**src/rtl/msf_frame_assembler_if.sv**
```systemverilog
// rtl/msf_frame_assembler_if.sv - decoded-second stream from the MSF bit decoder
//
// Purpose : carries one decoded MSF second per strobe.
// Signals : valid        - one-cycle strobe, a decoded second is available
//           is_second_00 - qualifies valid: this second is the minute marker
//           data         - {B, A} bits for this second
// Modports: master (bit decoder side), slave (frame assembler side)

interface msf_frame_assembler_if;
  logic       valid;
  logic       is_second_00;
  logic [1:0] data;

  modport master (output valid, output is_second_00, output data);
  modport slave  (input  valid, input  is_second_00, input  data);
endinterface

```
**src/rtl/msf_frame_assembler.sv**
```systemverilog
// rtl/msf_frame_assembler.sv - MSF time-code frame assembler and validator
//
// Purpose : tracks the second index within the minute, captures the MSF
//           date/time field bits, parity bits and the 52A..59A marker word,
//           and at each minute marker publishes the validated time in BCD.
// Ports   : clk_i, rst_ni    - clock, asynchronous active-low reset
//           bits             - decoded-second stream (slave modport)
//           year_o..minute_o - last validated date/time (BCD, weekday binary)
//           second_o         - current second index 0..59
//           synced_o         - level, locked to minute markers
//           time_valid_o     - one-cycle pulse, time outputs just updated
//           frame_error_o    - one-cycle pulse, frame rejected or sync lost

module msf_frame_assembler #(
  parameter bit RANGE_CHECK = 1'b1
) (
  input  logic                        clk_i,
  input  logic                        rst_ni,
  msf_frame_assembler_if.slave        bits,
  output logic [7:0]                  year_o,
  output logic [4:0]                  month_o,
  output logic [5:0]                  day_o,
  output logic [2:0]                  weekday_o,
  output logic [5:0]                  hour_o,
  output logic [6:0]                  minute_o,
  output logic [5:0]                  second_o,
  output logic                        synced_o,
  output logic                        time_valid_o,
  output logic                        frame_error_o
);

  typedef enum logic {
    ST_UNSYNC = 1'b0,
    ST_SYNC   = 1'b1
  } state_t;

  localparam logic [7:0] MARKER_WORD = 8'b0111_1110;

  state_t      state_q, state_d;
  logic [5:0]  sec_q, sec_d;
  logic        synced_q, synced_d;
  logic        tv_q, tv_d;
  logic        fe_q, fe_d;
  logic        load_time;
  logic        capture_en;

  // Capture registers: 35 field bits (17A..51A), parity 54B..57B, marker 52A..59A.
  logic [34:0] field_q;
  logic [3:0]  parity_q;
  logic [7:0]  marker_q;

  logic [7:0]  year_q;
  logic [4:0]  month_q;
  logic [5:0]  day_q;
  logic [2:0]  weekday_q;
  logic [5:0]  hour_q;
  logic [6:0]  minute_q;

  // Field decode; bit 17A ends up in field_q[34] after 35 MSB-first shifts.
  logic [7:0]  f_year;
  logic [4:0]  f_month;
  logic [5:0]  f_day;
  logic [2:0]  f_weekday;
  logic [5:0]  f_hour;
  logic [6:0]  f_minute;

  assign f_year    = field_q[34:27];
  assign f_month   = field_q[26:22];
  assign f_day     = field_q[21:16];
  assign f_weekday = field_q[15:13];
  assign f_hour    = field_q[12:7];
  assign f_minute  = field_q[6:0];

  logic count_ok, marker_ok, parity_ok, bcd_ok, value_ok, range_ok, frame_ok;

  assign count_ok  = (sec_q == 6'd59);
  assign marker_ok = (marker_q == MARKER_WORD);

  // Odd parity: data bits XOR parity bit must be 1 for every group.
  assign parity_ok = ((^f_year) ^ parity_q[0])
                   & ((^{f_month, f_day}) ^ parity_q[1])
                   & ((^f_weekday) ^ parity_q[2])
                   & ((^{f_hour, f_minute}) ^ parity_q[3]);

  // Only nibbles wide enough to exceed 9 need the digit check.
  assign bcd_ok = (f_year[7:4] <= 4'd9) && (f_year[3:0] <= 4'd9)
               && (f_month[3:0] <= 4'd9) && (f_day[3:0] <= 4'd9)
               && (f_hour[3:0] <= 4'd9) && (f_minute[3:0] <= 4'd9);

  // With valid digits, BCD values order the same as their binary encoding.
  assign value_ok = (f_month != 5'h00) && (f_month <= 5'h12)
                 && (f_day != 6'h00) && (f_day <= 6'h31)
                 && (f_weekday <= 3'd6)
                 && (f_hour <= 6'h23)
                 && (f_minute <= 7'h59);

  assign range_ok = !RANGE_CHECK || (bcd_ok && value_ok);
  assign frame_ok = count_ok && marker_ok && parity_ok && range_ok;

  always_ff @(posedge clk_i or negedge rst_ni) begin
    if (!rst_ni) begin
      state_q  <= ST_UNSYNC;
      sec_q    <= '0;
      synced_q <= 1'b0;
      tv_q     <= 1'b0;
      fe_q     <= 1'b0;
    end else begin
      state_q  <= state_d;
      sec_q    <= sec_d;
      synced_q <= synced_d;
      tv_q     <= tv_d;
      fe_q     <= fe_d;
    end
  end

  always_comb begin
    state_d    = state_q;
    sec_d      = sec_q;
    synced_d   = synced_q;
    tv_d       = 1'b0;
    fe_d       = 1'b0;
    load_time  = 1'b0;
    capture_en = 1'b0;
    if (bits.valid) begin
      if (bits.is_second_00) begin
        sec_d   = '0;
        state_d = ST_SYNC;
        // A marker seen while unsynced only starts a frame; nothing to judge yet.
        if (state_q == ST_SYNC) begin
          if (frame_ok) begin
            tv_d      = 1'b1;
            synced_d  = 1'b1;
            load_time = 1'b1;
          end else begin
            fe_d = 1'b1;
          end
        end
      end else if (state_q == ST_SYNC) begin
        if (sec_q == 6'd59) begin
          state_d  = ST_UNSYNC;
          synced_d = 1'b0;
          fe_d     = 1'b1;
          sec_d    = '0;
        end else begin
          sec_d      = sec_q + 6'd1;
          capture_en = 1'b1;
        end
      end
    end
  end

  // Bits belong to the new index, i.e. the incremented counter value.
  logic [5:0] cap_idx, par_idx, mrk_idx;
  assign cap_idx = sec_q + 6'd1;
  assign par_idx = cap_idx - 6'd54;
  assign mrk_idx = cap_idx - 6'd52;

  always_ff @(posedge clk_i or negedge rst_ni) begin
    if (!rst_ni) begin
      field_q  <= '0;
      parity_q <= '0;
      marker_q <= '0;
    end else if (capture_en) begin
      if (cap_idx >= 6'd17 && cap_idx <= 6'd51) begin
        field_q <= {field_q[33:0], bits.data[0]};
      end
      if (cap_idx >= 6'd54 && cap_idx <= 6'd57) begin
        parity_q[par_idx[1:0]] <= bits.data[1];
      end
      if (cap_idx >= 6'd52) begin
        // 52A lands in the MSB so the word reads 52A..59A left to right.
        marker_q[3'd7 - mrk_idx[2:0]] <= bits.data[0];
      end
    end
  end

  always_ff @(posedge clk_i or negedge rst_ni) begin
    if (!rst_ni) begin
      year_q    <= '0;
      month_q   <= '0;
      day_q     <= '0;
      weekday_q <= '0;
      hour_q    <= '0;
      minute_q  <= '0;
    end else if (load_time) begin
      year_q    <= f_year;
      month_q   <= f_month;
      day_q     <= f_day;
      weekday_q <= f_weekday;
      hour_q    <= f_hour;
      minute_q  <= f_minute;
    end
  end

  assign year_o        = year_q;
  assign month_o       = month_q;
  assign day_o         = day_q;
  assign weekday_o     = weekday_q;
  assign hour_o        = hour_q;
  assign minute_o      = minute_q;
  assign second_o      = sec_q;
  assign synced_o      = synced_q;
  assign time_valid_o  = tv_q;
  assign frame_error_o = fe_q;

endmodule

```
**src/flat_wrapper.sv**
```systemverilog
// flat-port wrapper written by rule: the top's interface ports become plain ports
module msf_frame_assembler_flat 
#(
  parameter bit RANGE_CHECK = 1'b1
)
  (clk_i, rst_ni, year_o, month_o, day_o, weekday_o, hour_o, minute_o, second_o, synced_o, time_valid_o, frame_error_o, bits_valid, bits_is_second_00, bits_data);
  msf_frame_assembler_if bits_i ();
  input  logic clk_i;
  input  logic rst_ni;
  output logic [7:0] year_o;
  output logic [4:0] month_o;
  output logic [5:0] day_o;
  output logic [2:0] weekday_o;
  output logic [5:0] hour_o;
  output logic [6:0] minute_o;
  output logic [5:0] second_o;
  output logic synced_o;
  output logic time_valid_o;
  output logic frame_error_o;
  input wire logic [$bits(bits_i.valid)-1:0] bits_valid;
  input wire logic [$bits(bits_i.is_second_00)-1:0] bits_is_second_00;
  input wire logic [$bits(bits_i.data)-1:0] bits_data;
  assign bits_i.valid = bits_valid;
  assign bits_i.is_second_00 = bits_is_second_00;
  assign bits_i.data = bits_data;
  msf_frame_assembler #(.RANGE_CHECK(RANGE_CHECK)) u_core (.clk_i(clk_i), .rst_ni(rst_ni), .bits(bits_i), .year_o(year_o), .month_o(month_o), .day_o(day_o), .weekday_o(weekday_o), .hour_o(hour_o), .minute_o(minute_o), .second_o(second_o), .synced_o(synced_o), .time_valid_o(time_valid_o), .frame_error_o(frame_error_o));
endmodule
```
**config.mk**
```make
export PLATFORM = sky130hd
export DESIGN_NAME = msf_frame_assembler_flat
export DESIGN_NICKNAME = d
export VERILOG_FILES = /design/src/rtl/msf_frame_assembler_if.sv /design/src/rtl/msf_frame_assembler.sv /design/src/flat_wrapper.sv
export SDC_FILE = /design/constraint.sdc
export NUM_CORES = 1
export LEC_CHECK = 0
export BUFFER_PORTS_ARGS = -buffer_cell sky130_fd_sc_hd__buf_2
export CORE_UTILIZATION = 62
export CTS_CLUSTER_SIZE = 24
export DETAILED_ROUTE_END_ITERATION = 10
export PLACE_DENSITY_LB_ADDON = 0.25
export SYNTH_ARGS = -nofsm -noshare
export SYNTH_HDL_FRONTEND = slang
export SYNTH_SLANG_ARGS = --single-unit
```
**constraint.sdc**
```tcl
create_clock -name clk_i -period 7.1 [get_ports clk_i]
set_input_delay 0.355 -clock clk_i [delete_from_list [all_inputs] [get_ports clk_i]]
set_output_delay 0.355 -clock clk_i [all_outputs]
set_load 0.05 [all_outputs]
```
* Word-level counts from Yosys, hierarchy flattened
Cells that the tools add are included.
** Cells by class
- Add/sub/neg operators :: 4
- $lt $le $gt $ge :: 20
- Equality and inequality tests :: 3
- Mux-type cells :: 29
- Bitwise gates (word level) :: 7
- Reductions and logical operators :: 32
** Operator list (number)
- less-or-equal comparator 4 bit, second input constant :: 6
- less-or-equal comparator 6 bit, second input constant :: 4
- 2-to-1 mux 1 bit :: 22
- logical AND 1 bit :: 19
- 2-to-1 mux 6 bit :: 3
- parity 13 bit :: 1
- greater-or-equal comparator 6 bit, second input constant :: 2
- parity 11 bit :: 1
- bitwise mux 8 bit :: 1
- == test 8 x 7 -> 1 bit, second input constant :: 1
- AND reduction 2 bit :: 4
- parity 8 bit :: 1
- less-or-equal comparator 7 bit, second input constant :: 1
- adder 6 x 1 -> 6 bit, second input constant :: 1
- == test 6 bit, second input constant :: 1
- greater-or-equal comparator 6 x 5 -> 1 bit, second input constant :: 1
- nonzero test 6 bit :: 1
- less-or-equal comparator 5 bit, second input constant :: 1
- nonzero test 5 bit :: 1
- bitwise mux 4 bit :: 1
- less-than comparator 3 x 4 -> 1 bit, second input constant :: 1
- AND reduction 4 bit :: 1
- nonzero test 2 bit :: 2
- XOR 1 bit :: 4
- other kinds (12) :: 14
** Word-level totals
- Register bits :: 92
- Output and inout port bits :: 44
- Word-level logic and storage cells :: 109

* Depth between registers and ports, before layout
Gate-level depths: netlist of run 1.
- Word-level depth :: 13
- Mapped depth :: 9
- Mapped depth without buffers :: 8

* Worst setup path before layout of run 1
OpenSTA, ideal clock, no wires.
- Kind :: register to register
- From :: register u_core.sec_q[1], in the netlist u_core.second_o[1]
- To :: register u_core.day_q[0], in the netlist u_core.day_o[0]
- Arrival time :: 2762 ps
- Data required time :: 6975 ps
- Slack :: 4213 ps
- Stages on the path, launching flop included :: 9
- Buffers on the path :: 1
- Clock period less this slack :: 2887 ps
- Cell sequence :: dfrtp_1 > ha_1 > nand2_1 > nor3_1 > nand4_1 > nor4b_4 > nand4_4 > buf_6 > mux2_4
** On the way
- Word-level cells in the longest chain between the ends :: 8
** RTL lines
- start, declared :: RTL line msf_frame_assembler.sv:40 : logic [5:0] sec_q, sec_d;
- start signal, assigned :: RTL line msf_frame_assembler.sv:103 : sec_q <= '0;
- start signal, assigned :: RTL line msf_frame_assembler.sv:109 : sec_q <= sec_d;
- == test 6 bit :: RTL line msf_frame_assembler.sv:76 : assign count_ok = (sec_q == 6'd59);
- logical AND 1 bit (3 in a row) :: RTL line msf_frame_assembler.sv:98 : assign frame_ok = count_ok && marker_ok && parity_ok && range_ok;
- 2-to-1 mux 1 bit :: RTL line msf_frame_assembler.sv:130 : if (frame_ok) begin
- 2-to-1 mux 1 bit :: RTL line msf_frame_assembler.sv:129 : if (state_q == ST_SYNC) begin
- 2-to-1 mux 1 bit :: RTL line msf_frame_assembler.sv:125 : if (bits.is_second_00) begin
- 2-to-1 mux 1 bit :: RTL line msf_frame_assembler.sv:124 : if (bits.valid) begin
- end signal, assigned :: RTL line msf_frame_assembler.sv:188 : day_q <= f_day;
- end, declared :: RTL line msf_frame_assembler.sv:54 : logic [5:0] day_q;
Every way passes these cells.
A chain may end at the register's enable or synchronous reset.

* Worst setup path in the final report of run 1
- From :: register u_core.sec_q[0], in the netlist u_core.second_o[0]
- To :: register u_core.day_q[2], in the netlist u_core.day_o[2]
Same word-level chain as after synthesis.

==> results of run 1 <==
[critical path, stage by stage (launching register included)]
cell and delay [ns]:
dfrtp_1 0.54, ha_1 0.33, nand2_1 0.08, nor3_1 0.59, nand4_1 0.27, nor4b_4 0.42, nand4_4 0.72, mux2_4 0.56
[cell usage after synthesis]
library cell | instances | area share
mux2_2 | 37 | 0.088
and2_1 | 1 | 0.0013
a21oi_1 | 2 | 0.0021
and4b_1 | 1 | 0.0021
nor2b_1 | 5 | 0.0066
o31ai_1 | 1 | 0.0016
ha_1 | 35 | 0.092
a311oi_1 | 1 | 0.0018
buf_2 | 4 | 0.0042
nand3_1 | 13 | 0.014
o21ai_0 | 17 | 0.018
o311ai_0 | 2 | 0.0037
a31oi_1 | 2 | 0.0026
buf_6 | 3 | 0.0071
clkbuf_1 | 3 | 0.0024
nand4bb_1 | 1 | 0.0024
nor4b_4 | 1 | 0.0050
nor4_2 | 1 | 0.0026
inv_1 | 27 | 0.021
a31o_2 | 1 | 0.0018
nor3_1 | 5 | 0.0053
or4b_2 | 1 | 0.0021
mux2_4 | 30 | 0.095
dfrtp_1 | 92 | 0.48
a22o_1 | 1 | 0.0018
or3b_1 | 1 | 0.0018
xor2_1 | 3 | 0.0055
nand4_1 | 11 | 0.014
nand2_1 | 21 | 0.017
nand4_4 | 1 | 0.0045
nor2_1 | 6 | 0.0047
a211oi_2 | 1 | 0.0026
xnor2_1 | 22 | 0.041
mux2i_1 | 15 | 0.032
xnor3_1 | 1 | 0.0047
clkbuf_2 | 2 | 0.0021
nand3b_1 | 1 | 0.0016
[path summary, 6_finish.rpt]
path                                 endpoint  slack [ns]  cells after the start
hold reg to reg              u_core.year_o[3]        0.51                      1
setup / recovery              u_core.day_o[2]        3.46                      7
max in group asynchronous  u_core.parity_q[2]        6.17                      1
setup reg to reg              u_core.day_o[2]        3.46                      7
hold / removal               u_core.year_o[6]        0.21                      1
min in group clk_i             u_core.state_q        0.26                      2
[report_power, final]
part           total, µW  internal (µW)  switching (µW)  leakage (µW)
clock network        349            171             178     0.0000910
logic               49.6           10.5            39.1       0.00145
registers            531            526            5.13       0.00120
[per-stage QoR]
stage          power, µW  cell area [µm²]  utilization
2_1_floorplan        572             4750            -
3_3_place_gp         590             5060        0.690
3_5_place_dp         591             5060        0.690
4_1_cts              943             5260        0.718
5_1_grt              967             5260        0.718
6_report             930             5260        0.718
[registers in the layout, summed over array words and instances (netlist names)]
name and cells:
u_core.weekday_o 3, u_core.synced_o 1, u_core.hour_o 6, u_core.state_q 1, u_core.month_o 5, u_core.second_o 6
u_core.field_q 35, u_core.parity_q 4, u_core.frame_error_o 1, u_core.minute_o 7, u_core.time_valid_o 1, u_core.day_o 6
u_core.year_o 8, u_core.marker_q 8
[metal layers]
layer  vias to the layer above  track usage  share of wire
li1                       1387            -              -
met4                         0       0.0866          0.012
met2                        43        0.383           0.51
met1                      1416        0.300           0.46
met3                         8       0.0295          0.019
met5                         -            0              0
[layout make-up]
cell class | instances | share of cell area
Sequential cell | 92 | 0.438
Multi-Input combinational cell | 241 | 0.433
Timing Repair Buffer | 50 | 0.0485
Clock buffer | 10 | 0.0262
Tap cell | 99 | 0.0235
Inverter | 27 | 0.0193
Clock inverter | 5 | 0.0117
[cell families (layout without fill, tap and decap cells)]
group                    after synthesis  in the layout
flip-flops                            92             92
multiplexers                          82             82
AND/OR/NAND/NOR                       70             70
buffers and inverters                 39             92
adder cells (fa/ha/maj)               35             35
AO/OA/AOI/OAI                         28             28
XOR/XNOR                              26             26
==> key figures, run 1 <==
Route
  – Via count: 2,854
  – Detail-routed via count per cell: 5.45
  – Drt wl/cell: 16.0 µm
  – Total wire length: 8.37 mm
  – First-pass iteration count of the detailed router: 4
  – Antenna Nets Post-Route: 0
  – Number of remaining DRC errors: 0
  – Detailed router's first-iteration violation count: 89

Yosys
  – Synth Area in XOR/XNOR: 0.0508
  – Yosys reg bits: 92
  – Post-Syn Area: 0.00475 mm²
  – Simple-Gate Fraction of Synth Area: 0.0848
  – Ys Warns: 0
  – Register area share after synthesis: 0.485
  – Largest family of logic cells by synthesized area: multiplexers
  – Mux contribution to synthesized area: 0.214
  – Post-synth cell types: 37
  – Post-Syn Area per Cell: 12.8 µm²
  – Synth Instances: 372
  – Syn nets: 413
  – Compound-cell area share of the yosys netlist: 0.0361
  – Synth Area in Adders: 0.0922

Floorplanning
  – Core Area: 0.00733 mm²
  – Die Ht: 89.5 µm
  – Die footprint: 0.00801 mm²
  – Rows: 31
  – Die Wd: 89.5 µm
  – Boundary Pins: 50
  – Initial Util: 0.648

CTS
  – Post-CTS sizing: 0
  – Post-CTS Setup Repair Bufs: 0
  – TritonCTS clock tree: built
  – CTS root buffer: clkbuf_8
  – Clk buf depth: 2
  – H-tree levels: 3
  – CTS hold repair buffers: 0
  – Number of clock sinks: 92
  – CTS buffer count: 9
  – Clock transition at path regs: 0.09 ns
  – Clk Latency, worst-skew pair: 0.35 ns

Critical path
  – Worst setup EP type: flop
  – CP Launch Type: flop
  – Crit path DAT: 3.88 ns
  – Worst-path fanout max: 35
  – CP startpoint: u_core.second_o[0]
  – CP Class: reg -> reg
  – CP required: 7.34 ns
  – Reg2reg start: u_core.second_o[0]

GRT
  – Largest net degree at the start of global routing: 93
  – Vias in the first global route: 2,823
  – First-pass GRT wire length: 13.6 mm
  – Initial antenna violation count: 0
  – Total gr overflow: 0
  – Total global-route track usage: 0.227

Timing
  – Crit share post-route: 0.512
  – Max-slew violation count: 0
  – Final worst path period need: 3.64 ns
  – Max Clock Skew: 0.00756 ns
  – Setup Total Neg Slack: 0 ns
  – Max Freq: 275 MHz
  – Final-report hold violation count: 0
  – Final Setup Violations: 0
  – Unrepaired setup endpoints after global routing: no
  – Hold WS: 0.214 ns
  – Worst slew margin: 0.253
  – Final worst slack: 3.46 ns
  – Worst-Margin Slew: 1.12 ns

Pwr
  – Leakage: 0.00274 µW
  – Peak supply drop: 81.2 µV
  – PwrDens: 177 mW/mm²

Placement
  – DP HPWL: 5.94 mm
  – GP Congestion: 0.778
  – Placed Cells: 509
  – Dpl ws: 3.43 ns
  – Port bufs: 49

Layout
  – Nets: 462
  – Commonest non-fill, non-tap cells in the layout: dfrtp_1, buf_2, mux2_2
  – Post-Layout Cell Count: 524
  – Commonest non-fill, non-tap cell in the layout: dfrtp_1
  – Reg area: 0.00230 mm²
  – Area growth, synth to finish: 10.7%
  – # fillers: 508
  – Layout cells sized above 1: 0.325
  – Area of the multi-input gates: 0.00228 mm²
  – Antenna diodes: 0

Run status
  – Status: complete, no violations

Job
  – Max-cap check violation count: 0

Hold path
  – Worst min-delay path class: in -> async
(Power assumes the default switching activity.)
==> inputs of run 2 (changes only) <==
--- a/config.mk
+++ b/config.mk
@@ -5,8 +5,9 @@
 export SDC_FILE = /design/constraint.sdc
 export NUM_CORES = 1
 export LEC_CHECK = 0
+export ABC_AREA = 1
 export BUFFER_PORTS_ARGS = -buffer_cell sky130_fd_sc_hd__buf_2
-export CORE_UTILIZATION = 62
+export CORE_UTILIZATION = 59
 export CTS_CLUSTER_SIZE = 24
 export DETAILED_ROUTE_END_ITERATION = 10
 export PLACE_DENSITY_LB_ADDON = 0.25
==> constraint.sdc (replaced) <==
create_clock -name clk_i -period 3.45 [get_ports clk_i]
set_input_delay 0.1725 -clock clk_i [delete_from_list [all_inputs] [get_ports clk_i]]
set_output_delay 0.1725 -clock clk_i [all_outputs]
set_load 0.05 [all_outputs]
==> run 2 against run 1 <==
Against the previous run: setup slack worse by 2.6 ns; critical path depth grew 5; combinational power grew to 5.1 times the previous value; total power is 140% higher; sequential share of layout area fell by 2.2 points; critical path type unchanged.
==> key figures, run 2 <==
Run status
  – Status: complete, no violations

Critical path
  – Reg2reg start: u_core.second_o[0]
  – CP required: 3.74 ns (-3.60 ns)
  – R2R Setup Slk: 0.83 ns (-2.64 ns)
  – CP Class: reg -> reg
  – CP startpoint: u_core.second_o[0]
  – Crit path DAT: 2.91 ns (-0.97 ns)
  – CP Launch Type: flop
  – Worst-path fanout max: 37 (+5.7%)
  – Worst setup EP type: flop

Placement
  – Port bufs: 49 (unchanged)
  – Post-DP Area: 0.00530 mm² (+4.7%)
  – GP Congestion: 0.884 (+14%)
  – DP HPWL: 7.55 mm (+27%)
  – Dpl ws: 0.829 ns (-2.60 ns)

Floorplanning
  – Initial Util: 0.608 (-0.0399)
  – Boundary Pins: 50 (unchanged)
  – Core Area: 0.00822 mm² (+12%)
  – Rows: 33 (+6.5%)
  – Die Wd: 94.0 µm (+5.0%)
  – Die Ht: 94.0 µm (+5.0%)
  – Die footprint: 0.00884 mm² (+10%)

Timing
  – Unrepaired setup endpoints after global routing: no
  – Max-slew violation count: 0 (unchanged)
  – Final worst slack: 0.826 ns (-2.64 ns)
  – Final worst path period need: 2.62 ns (-1.01 ns)
  – Worst slew margin: 0.379 (+0.126)
  – Crit share post-route: 0.761 (+0.248)
  – Final-report hold violation count: 0 (unchanged)
  – Worst-Margin Slew: 0.932 ns (-0.188 ns)
  – Max Clock Skew: 0.0173 ns (+0.00971 ns)
  – Final Setup Violations: 0 (unchanged)
  – Max Freq: 381 MHz (+39%)
  – Setup Total Neg Slack: 0 ns (unchanged)

CTS
  – CTS hold repair buffers: 1 (+1)
  – Post-CTS Setup Repair Bufs: 0 (unchanged)
  – Clk Latency, worst-skew pair: 0.37 ns (+0.02 ns)
  – CTS root buffer: clkbuf_8
  – H-tree levels: 3 (unchanged)
  – CTS buffer count: 9 (unchanged)
  – Clock transition at path regs: 0.09 ns (about the same)
  – Post-CTS sizing: 0 (unchanged)
  – TritonCTS clock tree: built
  – Clk buf depth: 2 (unchanged)
  – Number of clock sinks: 92 (unchanged)

GRT
  – Total global-route track usage: 0.263 (+0.0362)
  – First-pass GRT wire length: 18.0 mm (+33%)
  – Initial antenna violation count: 0 (unchanged)
  – Vias in the first global route: 3,827 (+36%)
  – Total gr overflow: 0 (unchanged)
  – Largest net degree at the start of global routing: 77 (-17%)

Yosys
  – Count leader, synth: nand2_1
  – Synth area leaders: dfrtp_1, nand2_1, ha_1
  – Leading cell types by count after synthesis: nand2_1, dfrtp_1, inv_1, o21ai_0
  – Post-Syn Area per Cell: 8.03 µm² (-37%)
  – Ys async rst share: 1.00 (unchanged)
  – Main synth FF type: dfrtp_1
  – Post-synth cell types: 28 (-24%)
  – Yosys reg bits: 92 (unchanged)
  – Area leader, netlist: dfrtp_1
  – Syn nets: 663 (+61%)
  – Synth Instances: 622 (+67%)
  – Proportion of netlist area held by the largest area contributor: 0.461 (-0.0239)
  – Post-Syn Area: 0.00500 mm² (+5.2%)
  – Ys Warns: 0 (unchanged)
  – Register area share after synthesis: 0.461 (-0.0239)
  – Post-synth EDFFs: 0 (unchanged)

Route
  – Antenna Nets Post-Route: 0 (unchanged)
  – Number of remaining DRC errors: 0 (unchanged)
  – Via count: 4,137 (+45%)
  – Total wire length: 10.6 mm (+27%)
  – WL met3: 445 µm (+180%)
  – Detail-routed via count per cell: 5.31 (-2.5%)
  – Detailed router's first-iteration violation count: 243 (+170%)
  – Met2 wire len: 4.92 mm (+16%)
  – First-pass iteration count of the detailed router: 7 (+3)
  – Drt wl/cell: 13.6 µm (-15%)
  – Met1 Routed Length: 5.07 mm (+31%)
  – Top sig layer: met4

Pwr
  – Leakage: 0.00302 µW (+10%)
  – Peak supply drop: 291 µV (+260%)
  – PwrDens: 396 mW/mm² (+120%)

Layout
  – Antenna diodes: 0 (unchanged)
  – Nets: 710 (+54%)
  – Layout cells sized above 1: 0.128 (-0.197)
  – # fillers: 718 (+41%)
  – Biggest register: u_core.field_q
  – Largest register FFs: 35 (unchanged)
  – Post-route design area: 0.00553 mm² (+5.2%)
  – Finished Core Util: 0.673 (-0.0442)
  – Commonest non-fill, non-tap cells in the layout: nand2_1, dfrtp_1, inv_1
  – Commonest non-fill, non-tap cell in the layout: nand2_1
  – Area growth, synth to finish: 10.7% (about the same)

Job
  – Max-cap check violation count: 0 (unchanged)

Hold path
  – Worst min-delay path class: in -> reg
  – Hold path start: bits_valid
-- run 2: cell count changes after synthesis, sizes merged, moves of 5 or more --
cell	change
nor2b	-5
xor2	+5
o21ai	+33
inv	+48
mux2	-67
mux2i	-15
xnor2	-17
nor2	+25
nand4	+23
nand2	+196
nand3	+24
-- run 2: area by class of cell --
cell class / instances / area, µm² / share of cell area
clock inverter: 6 / 95.1 / 0.0172
tap: 105 / 131 / 0.0237
sequential: 92 / 2300 / 0.416
inverter: 75 / 282 / 0.0509
timing repair buffer: 56 / 303 / 0.0547
clock buffer: 10 / 128 / 0.0231
multi-input combinational: 435 / 2290 / 0.414
-- run 2: logic make-up after synthesis --
kind of cell             synth area share
AO/OA/AOI/OAI                      0.0651
XOR/XNOR                           0.0228
adder cells (fa/ha/maj)            0.0877
buffers and inverters              0.0804
flip-flops                          0.461
AND/OR/NAND/NOR                     0.283
-- run 2: metrics by stage --
stage / power, µW / hold WS, ns / std cells
floorplan: 1310 / -0.123 / 622
global placement: 1380 / 0.367 / 762
detailed placement: 1390 / 0.371 / 762
CTS: 2200 / 0.101 / 779
global route: 2290 / 0.127 / 779
finish: 2190 / 0.116 / 779
-- run 2: power by group --
group | leakage [µW] | internal, µW | switching [µW]
logic | 0.00166 | 72.7 | 181
clock network | 0.000111 | 417 | 403
registers | 0.00125 | 1100 | 21.4
-- run 2: final timing paths --
| check | end | cells past startpoint |
|---|---|---|
| min in group asynchronous | u_core.day_o[1] | 2 |
| setup reg to reg | u_core.field_q[31] | 12 |
| hold reg to reg | u_core.year_o[5] | 2 |
| max in group asynchronous | u_core.state_q | 3 |
| setup / recovery | u_core.field_q[31] | 12 |
| hold / removal | u_core.state_q | 4 |
-- run 2: worst max-delay path: stages (launching register included) --
cell	delay (ns)
dfrtp_1	0.49
ha_1	0.29
nand3_1	0.11
nor2_2	0.19
nor2_1	0.08
nand2_1	0.16
inv_2	0.09
nand3_1	0.09
nand2_1	0.08
nand2_2	0.49
buf_4	0.33
nor2_1	0.05
a21oi_1	0.10
-- run 2: metal layers --
layer	up-vias	GRT usage
met5	-	0
met4	0	0.0923
met3	14	0.0340
met2	109	0.414
met1	1933	0.375
li1	2081	-
